$ cat config.mk
export PLATFORM = sky130hd
export DESIGN_NAME = disp_hex_mux_cmd
export DESIGN_NICKNAME = d
export VERILOG_FILES = /design/src/rtl/disp_hex_mux_cmd.sv
export SDC_FILE = /design/constraint.sdc
export NUM_CORES = 1
export LEC_CHECK = 0
export CELL_PAD_IN_SITES_DETAIL_PLACEMENT = 1
export CELL_PAD_IN_SITES_GLOBAL_PLACEMENT = 2
export CORE_ASPECT_RATIO = 1.1
export CORE_UTILIZATION = 43
export CTS_BUF_LIST = sky130_fd_sc_hd__clkbuf_8
export DETAILED_ROUTE_END_ITERATION = 8
export GPL_TIMING_DRIVEN = 1
export HOLD_SLACK_MARGIN = 0.1
export PLACE_DENSITY = 0.84
export SETUP_SLACK_MARGIN = 0.1
export SYNTH_ARGS = -nofsm -noshare
export SYNTH_HDL_FRONTEND = slang
export SYNTH_SLANG_ARGS = --single-unit
$ cat constraint.sdc
create_clock -name CLK_12_MHZ -period 6.7 [get_ports CLK_12_MHZ]
set_clock_uncertainty 0.2 [all_clocks]
set_input_delay 1.005 -clock CLK_12_MHZ [delete_from_list [all_inputs] [get_ports CLK_12_MHZ]]
set_output_delay 1.005 -clock CLK_12_MHZ [all_outputs]
set_load 0.03 [all_outputs]
$ cat src/rtl/disp_hex_mux_cmd.sv
// Multiplexed hex display driver loaded by a framed byte command stream.
// Optional brightness control is compiled in with DISP_BRIGHTNESS_EN.
module disp_hex_mux_cmd #(
  parameter int NUM_DIGITS = 6,
  parameter int SCAN_DIV   = 2000
) (
  input  logic                  CLK_12_MHZ,
  input  logic                  rst_n,
  input  logic                  rx_valid,
  input  logic [7:0]            rx_data,
  input  logic                  ssel,
  output logic [NUM_DIGITS-1:0] an,
  output logic [7:0]            sseg,
  output logic                  cmd_error
);

  localparam int PW = (NUM_DIGITS > 1) ? $clog2(NUM_DIGITS) : 1;
  localparam int DW = (SCAN_DIV > 1) ? $clog2(SCAN_DIV) : 1;

  localparam logic [2:0] S_IDLE = 3'd0;
  localparam logic [2:0] S_WR1  = 3'd1;
  localparam logic [2:0] S_WRA  = 3'd2;
  localparam logic [2:0] S_DISC = 3'd4;
`ifdef DISP_BRIGHTNESS_EN
  localparam logic [2:0] S_WRB  = 3'd3;
`endif

  logic [DW-1:0]         div;
  logic [PW-1:0]         ptr;
  logic                  wrap;
  logic [3:0]            val [NUM_DIGITS];
  logic [NUM_DIGITS-1:0] dp_r;
  logic [NUM_DIGITS-1:0] blank_r;

  logic [2:0] state, state_n;
  logic [3:0] idx_r, idx_n;
  logic [3:0] cnt, cnt_n;
  logic [3:0] widx;
  logic       we, clr, err_n, bri_we;
  logic [3:0] op, arg;

  assign op   = rx_data[7:4];
  assign arg  = rx_data[3:0];
  assign wrap = (div == DW'(SCAN_DIV - 1));

  always_ff @(posedge CLK_12_MHZ or negedge rst_n) begin
    if (!rst_n) begin
      div <= '0;
      ptr <= '0;
    end else begin
      div <= wrap ? '0 : div + 1'b1;
      if (wrap)
        ptr <= (ptr == PW'(NUM_DIGITS - 1)) ? '0 : ptr + 1'b1;
    end
  end

  always_comb begin
    state_n = state;
    idx_n   = idx_r;
    cnt_n   = cnt;
    widx    = idx_r;
    we      = 1'b0;
    clr     = 1'b0;
    err_n   = 1'b0;
    bri_we  = 1'b0;
    if (ssel) begin
      state_n = S_IDLE;
    end else if (rx_valid) begin
      unique case (state)
        S_IDLE: begin
          unique case (op)
            4'h1: begin
              if ({1'b0, arg} < 5'(NUM_DIGITS)) begin
                state_n = S_WR1;
                idx_n   = arg;
              end else begin
                err_n   = 1'b1;
                state_n = S_DISC;
              end
            end
            4'h2: begin
              state_n = S_WRA;
              cnt_n   = '0;
            end
            4'h3: clr = 1'b1;
`ifdef DISP_BRIGHTNESS_EN
            4'h4: state_n = S_WRB;
`endif
            default: begin
              err_n   = 1'b1;
              state_n = S_DISC;
            end
          endcase
        end
        S_WR1: begin
          we      = 1'b1;
          state_n = S_IDLE;
        end
        S_WRA: begin
          we   = 1'b1;
          widx = cnt;
          if (cnt == 4'(NUM_DIGITS - 1))
            state_n = S_IDLE;
          else
            cnt_n = cnt + 1'b1;
        end
`ifdef DISP_BRIGHTNESS_EN
        S_WRB: begin
          bri_we  = 1'b1;
          state_n = S_IDLE;
        end
`endif
        default: ;
      endcase
    end
  end

  always_ff @(posedge CLK_12_MHZ or negedge rst_n) begin
    if (!rst_n) begin
      state     <= S_IDLE;
      idx_r     <= '0;
      cnt       <= '0;
      cmd_error <= 1'b0;
    end else begin
      state     <= state_n;
      idx_r     <= idx_n;
      cnt       <= cnt_n;
      cmd_error <= err_n;
    end
  end

  always_ff @(posedge CLK_12_MHZ or negedge rst_n) begin
    if (!rst_n) begin
      for (int i = 0; i < NUM_DIGITS; i++) val[i] <= '0;
      dp_r    <= '0;
      blank_r <= '1;
    end else begin
      for (int i = 0; i < NUM_DIGITS; i++) begin
        if (clr) begin
          val[i]     <= '0;
          dp_r[i]    <= 1'b0;
          blank_r[i] <= 1'b1;
        end else if (we && widx == 4'(i)) begin
          val[i]     <= rx_data[3:0];
          dp_r[i]    <= rx_data[4];
          blank_r[i] <= rx_data[5];
        end
      end
    end
  end

  logic on;

`ifdef DISP_BRIGHTNESS_EN
  // Level is sampled at slot start so a change never cuts a slot short.
  logic [3:0]  bri, bri_slot, bri_eff;
  logic [31:0] thr;

  assign bri_eff = (div == '0) ? bri : bri_slot;
  assign thr = ((32'(bri_eff) + 32'd1) * 32'(SCAN_DIV)) >> 4;
  assign on  = 32'(div) < thr;

  always_ff @(posedge CLK_12_MHZ or negedge rst_n) begin
    if (!rst_n) begin
      bri      <= 4'd15;
      bri_slot <= 4'd15;
    end else begin
      bri_slot <= bri_eff;
      if (bri_we) bri <= rx_data[3:0];
    end
  end
`else
  assign on = 1'b1;
`endif

  function automatic logic [6:0] glyph(input logic [3:0] v);
    logic [6:0] g;
    unique case (v)
      4'h0: g = 7'h40;
      4'h1: g = 7'h79;
      4'h2: g = 7'h24;
      4'h3: g = 7'h30;
      4'h4: g = 7'h19;
      4'h5: g = 7'h12;
      4'h6: g = 7'h02;
      4'h7: g = 7'h78;
      4'h8: g = 7'h00;
      4'h9: g = 7'h10;
      4'hA: g = 7'h08;
      4'hB: g = 7'h03;
      4'hC: g = 7'h46;
      4'hD: g = 7'h21;
      4'hE: g = 7'h06;
      default: g = 7'h0E;
    endcase
    return g;
  endfunction

  logic                  blank_cur;
  logic [NUM_DIGITS-1:0] an_n;
  logic [7:0]            sseg_n;

  assign blank_cur = blank_r[ptr];
  assign an_n = (blank_cur || !on) ? '1 :
                ~(NUM_DIGITS'(1) << ptr);
  assign sseg_n = blank_cur ? 8'hFF :
                  {~dp_r[ptr], glyph(val[ptr])};

  always_ff @(posedge CLK_12_MHZ or negedge rst_n) begin
    if (!rst_n) begin
      an   <= '1;
      sseg <= 8'hFF;
    end else begin
      an   <= an_n;
      sseg <= sseg_n;
    end
  end

endmodule

Word-level counts from Yosys, hierarchy flattened
Memories as Yosys holds them, arrays and structs flattened.
Cells that the tools add are included.
{ "totals": {"wordCells": 148, "memories": 1, "romBits": 112, "inputBits": 12, "regBits": 76} }
{ "classes": {"bitwise_logic": 4, "addsub": 3, "eq_ne": 17, "order_cmp": 3, "mux": 71, "shifts": 1, "n_reduce_logical": 22} }
{ "mem_list": {"columns": ["name", "words", "word_bits", "rd", "rd_ports_with_merged_regs", "write_ports", "line", "rtl"], "rows": [
  ["(name not given)", 16, 7, 1, 0, 0, "178", "unique case (v)"]
]} }
{ "ops": {"columns": ["operator", "count"], "rows": [
  ["$mux W4", 19],
  ["$mux W1", 37],
  ["$pmux W3 S3", 2],
  ["$eq A4 B2 Y1 const B", 4],
  ["$reduce_bool A2 Y1", 8],
  ["$mux W3", 5],
  ["$bmux W4 S3", 1],
  ["$eq A4 B3 Y1 const B", 3],
  ["$add A11 B1 Y11 const B", 1],
  ["$eq A11 B11 Y1 const B", 1],
  ["$mux W11", 1],
  ["$reduce_and A5 Y1", 2],
  ["$eq A4 B1 Y1 const B", 2],
  ["$mux W8", 1],
  ["$pmux W4 S2", 1],
  ["$bmux W1 S3", 2],
  ["$logic_and A1 B1 Y1", 6],
  ["$mux W6", 1],
  ["$ne A3 B3 Y1 const B", 2],
  ["$not A6 Y6", 1],
  ["$shl A1 B3 Y6 const A", 1],
  ["$add A4 B1 Y4 const B", 1],
  ["$ge A4 B4 Y1 const B", 1],
  ["$logic_not A4 Y1", 1],
  ["15 further kinds", 17]
]} }

Longest topological paths before layout
{ "depth": {"word_depth": 8, "mapped_depth": 10} }

Least setup slack after synthesis
OpenSTA, ideal clock, no wires.
{ "synth_timing": {"path_kind": "input -> register", "start": "in ssel", "end": "reg idx_r[0]", "arrival_time_ns": 2.403, "required_time_ns": 6.372, "path_stages": 5, "setup_ns": 0.128, "setup_slack_ns": 3.970, "n_path_buf": 1, "cell_sequence": "or3b_1 buf_2 or3_4 or2_1 mux2_1"} }
{ "synth_via": {"elab_chain_len": 2} }
{ "synth_rtl": {"columns": ["item", "line", "rtl"], "rows": [
  ["from (decl)", "11", "input logic ssel,"],
  ["$not A1 Y1 (no line)", null, null],
  ["$reduce_and A5 Y1 (no line)", null, null],
  ["to (signal assigned)", "126", "idx_r <= idx_n;"],
  ["to (decl)", "36", "logic [3:0] idx_r, idx_n;"]
]} }
No other way between the ends.
A chain may end at the register's enable or synchronous reset.

Worst setup path in the final report
{ "layout_timing": {"start": "in ssel", "end": "reg blank_r[5]"} }
{ "layout_via": {"elab_chain_len": 4, "elab_cells_between_ends": 7, "cone_classes": "eq/ne (1); mux (4); reduce/logical (2)"} }
{ "layout_rtl": {"columns": ["item", "line", "rtl"], "rows": [
  ["$mux W4", "66", "if (ssel) begin"],
  ["$eq A4 B3 Y1", "143", "end else if (we && widx == 4'(i)) begin"],
  ["$logic_and A1 B1 Y1", "143", null],
  ["$reduce_bool A2 Y1 (no line)", null, null],
  ["to (signal, indexed assignment)", "146", "blank_r[i] <= rx_data[5];"],
  ["to (decl)", "33", "logic [NUM_DIGITS-1:0] blank_r;"]
]} }
Several ways; a longest one is shown, not always the timed one.

==> results.toml <==
[timing]
fin_crit_ps = 3548
holdWs_ps = 263.9
setup_viol = 0
setup_tns_ps = 0
maxSlewViolCount = 0
max_freq_mhz = 281.8
report.final.hold_viol_count = 0
tightestPinTransition_ps = 968.4
relSlewSlack = 0.3544
fin_crit_sh = 0.5296
rsz0062_at_grt = "false"

[drt]
firstDrtPassIters = 4
vias = 2907
postRouteAntennaNets = 0
drt-total-wl_um = 9187
avgRoutedWirePerCell_um = 17.63
drcViolationCount = 0
drt_iter0_drc = 123
viasPerCell = 5.580

[global_routing]
grt_pass1_wl_um = 15320
antenna_found_initial = 0
grt_pass1_vias = 3003
grt_max_degree = 77
grt.total_usage = 0.2099
overflow = 0

[yosys]
synth_seq_cells = 76
synth.area.top_cells = "dfrtp_1 (36%), dfstp_2 (13%), mux2i_1 (12%), nor2_1 (6.4%), ha_1 (3.2%)"
yosys_warnings = 0
syn-cell-area_um2 = 3944
yosysSeqAreaShare = 0.4886
async_flop_share = 1.000
synth_nets = 402
syn_inst = 380
yosys.area.top_type_share = 0.3553
avgSynthCellArea_um2 = 10.38
synth_top_cell_by_area = "dfrtp_1"
synthFlopType = "dfrtp_1"
ys_types = 55
synth-edff-count = 0

[pwr]
powerDensity_nw_per_um2 = 241.1
p_leak_nw = 1.868
ir_drop_uv = 115.3

[finish]
layout-drive-gt1-share = 0.1351
final_cells = 521
stdcell_area_um2 = 4511
multi_input_area_um2 = 1896
fin_nets = 424
register_area_um2 = 1927
nFillCells = 975
area_growth_pct = 14.37
antenna_cells = 0

[clock_network]
root_buffer = "clkbuf_8"
cts.htree.levels = 3
cts.sinks = 76
cts.path.max_buffers = 2
path_clk_slew_ps = 90
tritoncts = "yes"
insertion_delay_ps = 360
holdBufCountCts = 0
cts_buffers = 9
cts_setup_buffers = 0
cts_resized = 0

[placed_design]
placedCellCount = 505
portBuffers = 26
dp_hpwl_um = 6413
placed_area_um2 = 4283
place.gp.congestion = 0.7718

[worst_setup_path]
rr_worst_depth = 8
worstSetupPathType = "in2reg"
cp-end-kind = "register"
rr_startpoint = "ptr[0]$_DFFE_PN0N_"
startpoint = "ssel"
required_ps = 6780
start_kind = "input port"
worstPathArrival_ps = 3620
rrSetupSlack_ps = 3740
cp_max_fo = 37

[die]
fp-row-count = 36
die_h_um = 102.4
ios = 27
die_w_um = 93.31
dieArea_um2 = 9559
core_area_um2 = 8874
start_util = 0.4444

[outcome]
status = "finished, final reports clean"

[min_path]
min_path_cells = 1
holdCritStartpoint = "div[0]$_DFF_PN0_"
hold_class = "reg2reg"

[run]
drv_cap = 0
-- per-layer routing --
metal / vias up / routed length, um / part of all wire / GRT usage
met1: 1474 / 4284 / 0.47 / 0.2770
met4: 0 / 129 / 0.014 / 0.06746
met5: - / 0 / 0 / 0
met2: 28 / 4598 / 0.50 / 0.3580
met3: 12 / 174 / 0.019 / 0.02976
li1: 1393 / - / - / -
-- where the power goes --
group	internal, W	switching (W)	total [W]	leakage [nW]
combinational	0.0000628	0.0000933	0.000156	0.779
clock	0.000217	0.000192	0.000409	0.117
sequential	0.000503	0.0000195	0.000523	0.971
-- worst max-delay path: stages --
cell	delay, ps
clkdlybuf4s50_1	520
or3b_1	520
or3_4	400
nor2_4	670
nor2_1	140
mux2_1	350
-- logic make-up after synthesis --
| group | after synthesis | synth area share |
|---|---|---|
| compound gates | 58 | 0.1069 |
| xor+xnor | 8 | 0.01777 |
| fa+ha+maj | 10 | 0.03173 |
| buf+inv | 29 | 0.03077 |
| flops | 76 | 0.4886 |
| mux | 57 | 0.1482 |
| simple gates | 142 | 0.1761 |
-- worst paths after layout --
path | endpoint
hold / removal | div[0]$_DFF_PN0_
min in group asynchronous | ptr[2]$_DFFE_PN0N_
hold reg to reg | div[0]$_DFF_PN0_
setup / recovery | blank_r[5]$_DFFE_PN1P_
setup reg to reg | sseg[6]$_DFF_PN1_
max in group asynchronous | cmd_error$_DFF_PN0_
-- sequential cells by signal, summed over array words and instances, names as in the netlist --
| signal | cells |
|---|---|
| val | 24 |
| div | 11 |
| sseg | 8 |
| an | 6 |
| blank_r | 6 |
| dp_r | 6 |
| cnt | 4 |
| idx_r | 4 |
| ptr | 3 |
| state | 3 |
| cmd_error | 1 |
-- layout make-up --
cell class              count  area share
multi-input cells         275      0.4202
inverters                  12    0.009986
repair buffers             28     0.06047
flip-flops and latches     76      0.4272
clock buffers               9     0.02746
well taps                 114     0.03162
clock inverters             7     0.02302
-- cells in the mapped netlist, drive strengths merged (4+ instances only) --
| master | count |
|---|---|
| ha | 10 |
| and2 | 4 |
| xor2 | 5 |
| dfrtp | 56 |
| inv | 12 |
| mux2i | 46 |
| nor3 | 6 |
| nand3b | 4 |
| o2111ai | 4 |
| nor2b | 5 |
| nand2b | 5 |
| dfstp | 20 |
| or3 | 7 |
| nand2 | 18 |
| nand4 | 5 |
| a21oi | 16 |
| nor2 | 68 |
| buf | 9 |
| mux2 | 11 |
| nand3 | 8 |
| o21ai | 10 |
| clkbuf | 8 |
-- metrics by stage --
stage	power, W	utilization	setup slack, ps
finish	0.001088	0.5083	3152
global route	0.001136	0.5083	2995
CTS	0.001101	0.5083	3150
detailed placement	0.0006895	0.4827	2777
global placement	0.0006841	0.4827	2885
floorplan	0.0006220	-	3970
-- placed cells by master, fill, tap and decap left out, types with 8 or more instances in the layout --
cell             instances
nand3_1                  8
nor2_1                  67
inv_1                   12
nand2_1                 18
a21oi_1                 10
clkbuf_8                 9
ha_1                    10
mux2_1                   8
o21ai_0                  8
dfrtp_1                 56
clkdlybuf4s50_1         25
mux2i_1                 46
dfstp_2                 20
(Power assumes the default switching activity.)
==> patch 1, RTL diff (same flow settings) <==
Add a define of `DISP_BRIGHTNESS_EN`.
--- a/src/rtl/disp_hex_mux_cmd.sv
+++ b/src/rtl/disp_hex_mux_cmd.sv
@@ -1,5 +1,7 @@
 // Multiplexed hex display driver loaded by a framed byte command stream.
 // Optional brightness control is compiled in with DISP_BRIGHTNESS_EN.
+`define DISP_BRIGHTNESS_EN
+
 module disp_hex_mux_cmd #(
   parameter int NUM_DIGITS = 6,
   parameter int SCAN_DIV   = 2000
Function: changed (a bounded check fails within 4 cycles, from zero or initial values and one cycle with rst_n low).
==> patch 1 against the original RTL <==
Die area up 38%. Clock power up 5.4%. Largest cell class is now multi-input gates. Wire length up 40%. Sequential cell count up 8. Worst setup slack worse by 2700 ps. Critical path type is now reg -> reg. First-iteration DRC count down 2.4%. Synthesized area up 38%. Hold slack better by 50 ps. Sequential power up 15%. Power up 22%. Cell area up 34%. Final cell count up 35%.
==> patch 1: results (changes against the original RTL) <==
CTS buffer count=9 (unchanged); maximum vdd ir drop=0.0001487 V (+29%); R2R setup slack=470 ps (-3270 ps); leakage=0.002782 µW (+49%); metal2 WL=6510 µm (+42%); initial antenna violation count=0 (unchanged); DRT Wirelength=12,900 µm (+40%); Syn. warnings=0 (unchanged); Netlist cell types=71 (+29%); worst-case clock buffer depth=2 (unchanged); crit-path leading delay family=adder cells; Slowest-stage cell, CP=fa_1; status=complete, no violations; Clk pin slew, worst setup/hold paths=90 ps (about the same); max_slew headroom=0.1923 (-0.1621); synth top area cells=dfrtp_1, dfstp_2, ha_1; post-synthesis net count=588 (+46%); 1st-iter DRT viols=120 (-2.4%); commonest cells in the netlist=dfrtp_1, nor2_1, ha_1, nand2_1, inv_1; post-CTS resize count=0 (unchanged); Hold Path Class=reg -> reg; layout cell share with drive strength beyond 1=0.1506 (+0.01550); Post-DP HPWL=9771 µm (+52%); fin crit share=0.9299 (+0.4004); largest net degree at the start of global routing=55 (-29%); CP peak stage delay=560 ps (-110 ps); Highest Signal Layer=met4; drt pass-1 iters=6 (+2); gr usage total=0.2172 (+0.007245); root buf cell=clkbuf_8; sequential fraction of the synthesis area=0.3914 (-0.09719); Cells after DPL=689 (+36%); M1 WL=5907 µm (+38%); number of global-route vias before repair=4,231 (+41%); final net count=609 (+44%); Port Buffer Count=26 (unchanged); first-pass GRT wire length=21,620 µm (+41%); critical path fanouts, max=5 (-86%); post-CTS setup buffer count=0 (unchanged); GPL Wtd Cong=0.7774 (+0.73%); DP Worst Slack=464.1 ps (-2313 ps); CP arrival=6350 ps (+2730 ps); number of H-tree levels=3 (unchanged); n_diodes=0 (unchanged); Gate Count Post-Synth=525 (+38%); DR vias=3,891 (+34%); Top Registers=val (24), div (11), sseg (8); Clk Latency, worst-skew pair=380 ps (+20 ps); Non-Filler Instances=705 (+35%); ys async rst share=1.000 (unchanged); met3 wire length=188 µm (+8.0%)
[patch 1: cell count changes after synthesis, moves of 10 or more]
cell     delta
a21oi_1    +20
fa_1       +10
ha_1       +31
inv_1      +25
mux2i_1    -11
nand2_1    +23
nand3_1    +15
nor2_1     -23
[patch 1: cells by family after synthesis]
logic type,count (synthesis),share of synthesized area
AOI/OAI and AO/OA,89,0.1116
xor gates and xnor gates,20,0.03208
adders and majority gates,51,0.1306
buffers and inverters,59,0.05064
DFF,84,0.3914
muxes,58,0.1272
and+or+nand+nor,164,0.1565
[patch 1: routing by layer]
| metal | track usage | up-vias |
|---|---|---|
| met5 | 0 | - |
| met4 | 0.08833 | 0 |
| met3 | 0.02965 | 19 |
| met2 | 0.3703 | 30 |
| met1 | 0.2752 | 1965 |
| li1 | - | 1877 |
[patch 1: path summary, 6_finish.rpt]
| kind | from | end | depth (start not counted) |
|---|---|---|---|
| worst min-delay path | div[0] | div[0] | 1 |
| worst max register to register | div[0] | an[5] | 21 |
| max in group asynchronous | rst_n | cnt[3] | 2 |
| worst max-delay path | div[0] | an[5] | 21 |
| min in group asynchronous | rst_n | val[3] | 1 |
| worst min register to register | div[0] | div[0] | 1 |
[patch 1: through the flow]
step | power [µW] | hold slack, ps | cell area, µm²
global route | 1390 | 354.7 | 6062
global placement | 901.4 | 283.6 | 5828
finish | 1332 | 313.6 | 6062
floorplan | 802.8 | 268.1 | 5460
detailed placement | 913.3 | 304.9 | 5828
CTS | 1348 | 318.0 | 6062
[patch 1: cell type report]
cell class | instances | area, µm²
clock buffers | 11 | 151.4
inverters | 38 | 156.4
clock inverters | 5 | 82.58
multi-input cells | 382 | 3047
repair buffers | 31 | 295.3
well taps | 154 | 192.7
flip-flops and latches | 84 | 2137
fillers | 1346 | 6130
[patch 1: worst reg2reg max path: cells and delay by family, from the launching register on]
kind                       cells  cell delay [ps]
AOI/OAI and AO/OA              5             1200
xor gates and xnor gates       2              550
adders and majority gates      7             2690
buffers and inverters          2              120
DFF                            1              430
muxes                          1              350
and+or+nand+nor                4              630
[patch 1: power breakdown]
group          internal [µW]  total [µW]  switching, µW
Combinational            125         299            174
Clock                    232         431            200
Sequential               578         601           23.2
==> patch 2, RTL diff (config.mk and constraints unchanged) <==
Made on the original files. Register the output `an` once more; this adds one clock of latency there. The other outputs are not delayed to match.
--- a/src/rtl/disp_hex_mux_cmd.sv
+++ b/src/rtl/disp_hex_mux_cmd.sv
@@ -21,6 +21,8 @@
   localparam logic [2:0] S_WR1  = 3'd1;
   localparam logic [2:0] S_WRA  = 3'd2;
   localparam logic [2:0] S_DISC = 3'd4;
+
+  logic [NUM_DIGITS-1:0] an_s0;
 `ifdef DISP_BRIGHTNESS_EN
   localparam logic [2:0] S_WRB  = 3'd3;
 `endif
@@ -208,13 +210,17 @@
 
   always_ff @(posedge CLK_12_MHZ or negedge rst_n) begin
     if (!rst_n) begin
-      an   <= '1;
+      an_s0 <= '1;
       sseg <= 8'hFF;
     end else begin
-      an   <= an_n;
+      an_s0 <= an_n;
       sseg <= sseg_n;
     end
   end
 
+  always_ff @(posedge CLK_12_MHZ) begin
+    an <= an_s0;
+  end
+
 endmodule
 
Behaviour: not the same (a bounded check fails within 4 cycles, from zero or initial values and one cycle with rst_n low).
==> patch 2 against the original RTL <==
Global-route usage is 0.70 points lower. Wire length down 1.5%. Power grew 3.6%. Synthesized area up 2.8%. Cell area rose by 2.4%. Fmax is 12% higher. Critical endpoint is now blank_r[3]. Critical path type unchanged. Sequential cell count grew 6. Worst setup slack improved by 370 ps.
==> patch 2: results (changes against the original RTL) <==
status=complete, no violations; metal2 WL=4318 µm (-6.1%); ys async rst share=0.9268 (-0.07317); # fillers=1,012 (+3.8%); drt pass-1 iters=4 (unchanged); leakage=0.002184 µW (+17%); CTS buffer count=9 (unchanged); root buf cell=clkbuf_8; dpl cell area=4400 µm² (+2.7%); n_diodes=0 (unchanged); largest net degree at the start of global routing=77 (unchanged); maximum vdd ir drop=0.00009313 V (-19%); met2 Track Usage GR=0.3163 (-0.04178); Highest Signal Layer=met4; GR Util met3=0.04751 (+0.01775); sequential fraction of the synthesis area=0.5048 (+0.01620); Clk Latency, worst-skew pair=360 ps (about the same); Clk pin slew, worst setup/hold paths=90 ps (about the same); DR DRC count=0 (unchanged); final net count=421 (-0.71%); post-CTS resize count=0 (unchanged); M1 WL=4315 µm (+0.72%); post-synthesis net count=396 (-1.5%); via-per-instance ratio=5.475 (-1.9%); Top Registers=val (24), div (11), sseg (8); synth top area cells=dfrtp_1, dfstp_2, mux2i_1; layout cell share with drive strength beyond 1=0.1584 (+0.02328); GPL Wtd Cong=0.7881 (+2.1%); wire per inst=17.47 µm (-0.94%); first-pass GRT wire length=15,210 µm (-0.72%); Syn. warnings=0 (unchanged); 1st-iter DRT viols=65 (-47%); max_slew headroom=0.3643 (+0.009901); Post-DP HPWL=6320 µm (-1.4%); Hold Path Class=reg -> reg; number of global-route vias before repair=2,952 (-1.7%); met1 Use GR=0.2784 (+0.001479); worst-case clock buffer depth=2 (unchanged); met3 wire length=259 µm (+49%); critical path fanouts, max=10 (-73%); number of H-tree levels=3 (unchanged); Port Buffer Count=26 (unchanged); gr usage total=0.2029 (-0.007025); commonest cells in the netlist=nor2_1, dfrtp_1, mux2i_1; initial antenna violation count=0 (unchanged); Netlist cell types=57 (+3.6%)
-- patch 2: kinds of logic (layout without fill, tap and decap cells) --
kind of cell,count (synthesis),after routing,synth area share
xor gates and xnor gates,9,9,0.01944
muxes,62,62,0.1604
adders and majority gates,10,10,0.03085
AOI/OAI and AO/OA,37,37,0.07498
DFF,82,82,0.5048
buffers and inverters,26,56,0.02900
and+or+nand+nor,148,148,0.1805
-- patch 2: stage by stage --
stage	setup WS (ps)	utilization	power [µW]	instances
3_5_place_dp	3151	0.4885	740.5	502
6_report	3526	0.5128	1127	518
4_1_cts	3516	0.5128	1140	518
2_1_floorplan	3977	-	673.5	374
5_1_grt	3386	0.5128	1178	518
3_3_place_gp	3240	0.4885	735.2	502
-- patch 2: layout make-up --
class	instances	area share
Clock buffer	10	0.02979
Clock inverter	6	0.01761
Inverter	12	0.009751
Multi-Input combinational cell	266	0.4098
Sequential cell	82	0.4431
Tap cell	114	0.03088
Timing Repair Buffer	28	0.05905
-- patch 2: power by group --
part	total (µW)	internal (µW)	switching (µW)
clock network	398	218	181
logic	158	66.1	91.9
registers	571	543	27.5
total	1130	827	300
-- patch 2: final timing paths --
path                       startpoint    endpoint  slack [ps]  depth (start not counted)
max                          rx_valid  blank_r[3]        3530                          6
min                          an_s0[0]       an[0]         190                          0
max reg2reg                    ptr[0]     sseg[3]        3590                          9
min reg2reg                  an_s0[0]       an[0]         190                          0
max in group asynchronous       rst_n     dp_r[0]        5090                          1
min in group asynchronous       rst_n     val[20]         600                          1
-- patch 2: worst max-delay path, cell delays in order --
cell	delay, ps
clkdlybuf4s50_1	490
or3b_1	590
nor2_1	350
a41oi_2	320
nand2_1	160
mux2_2	340
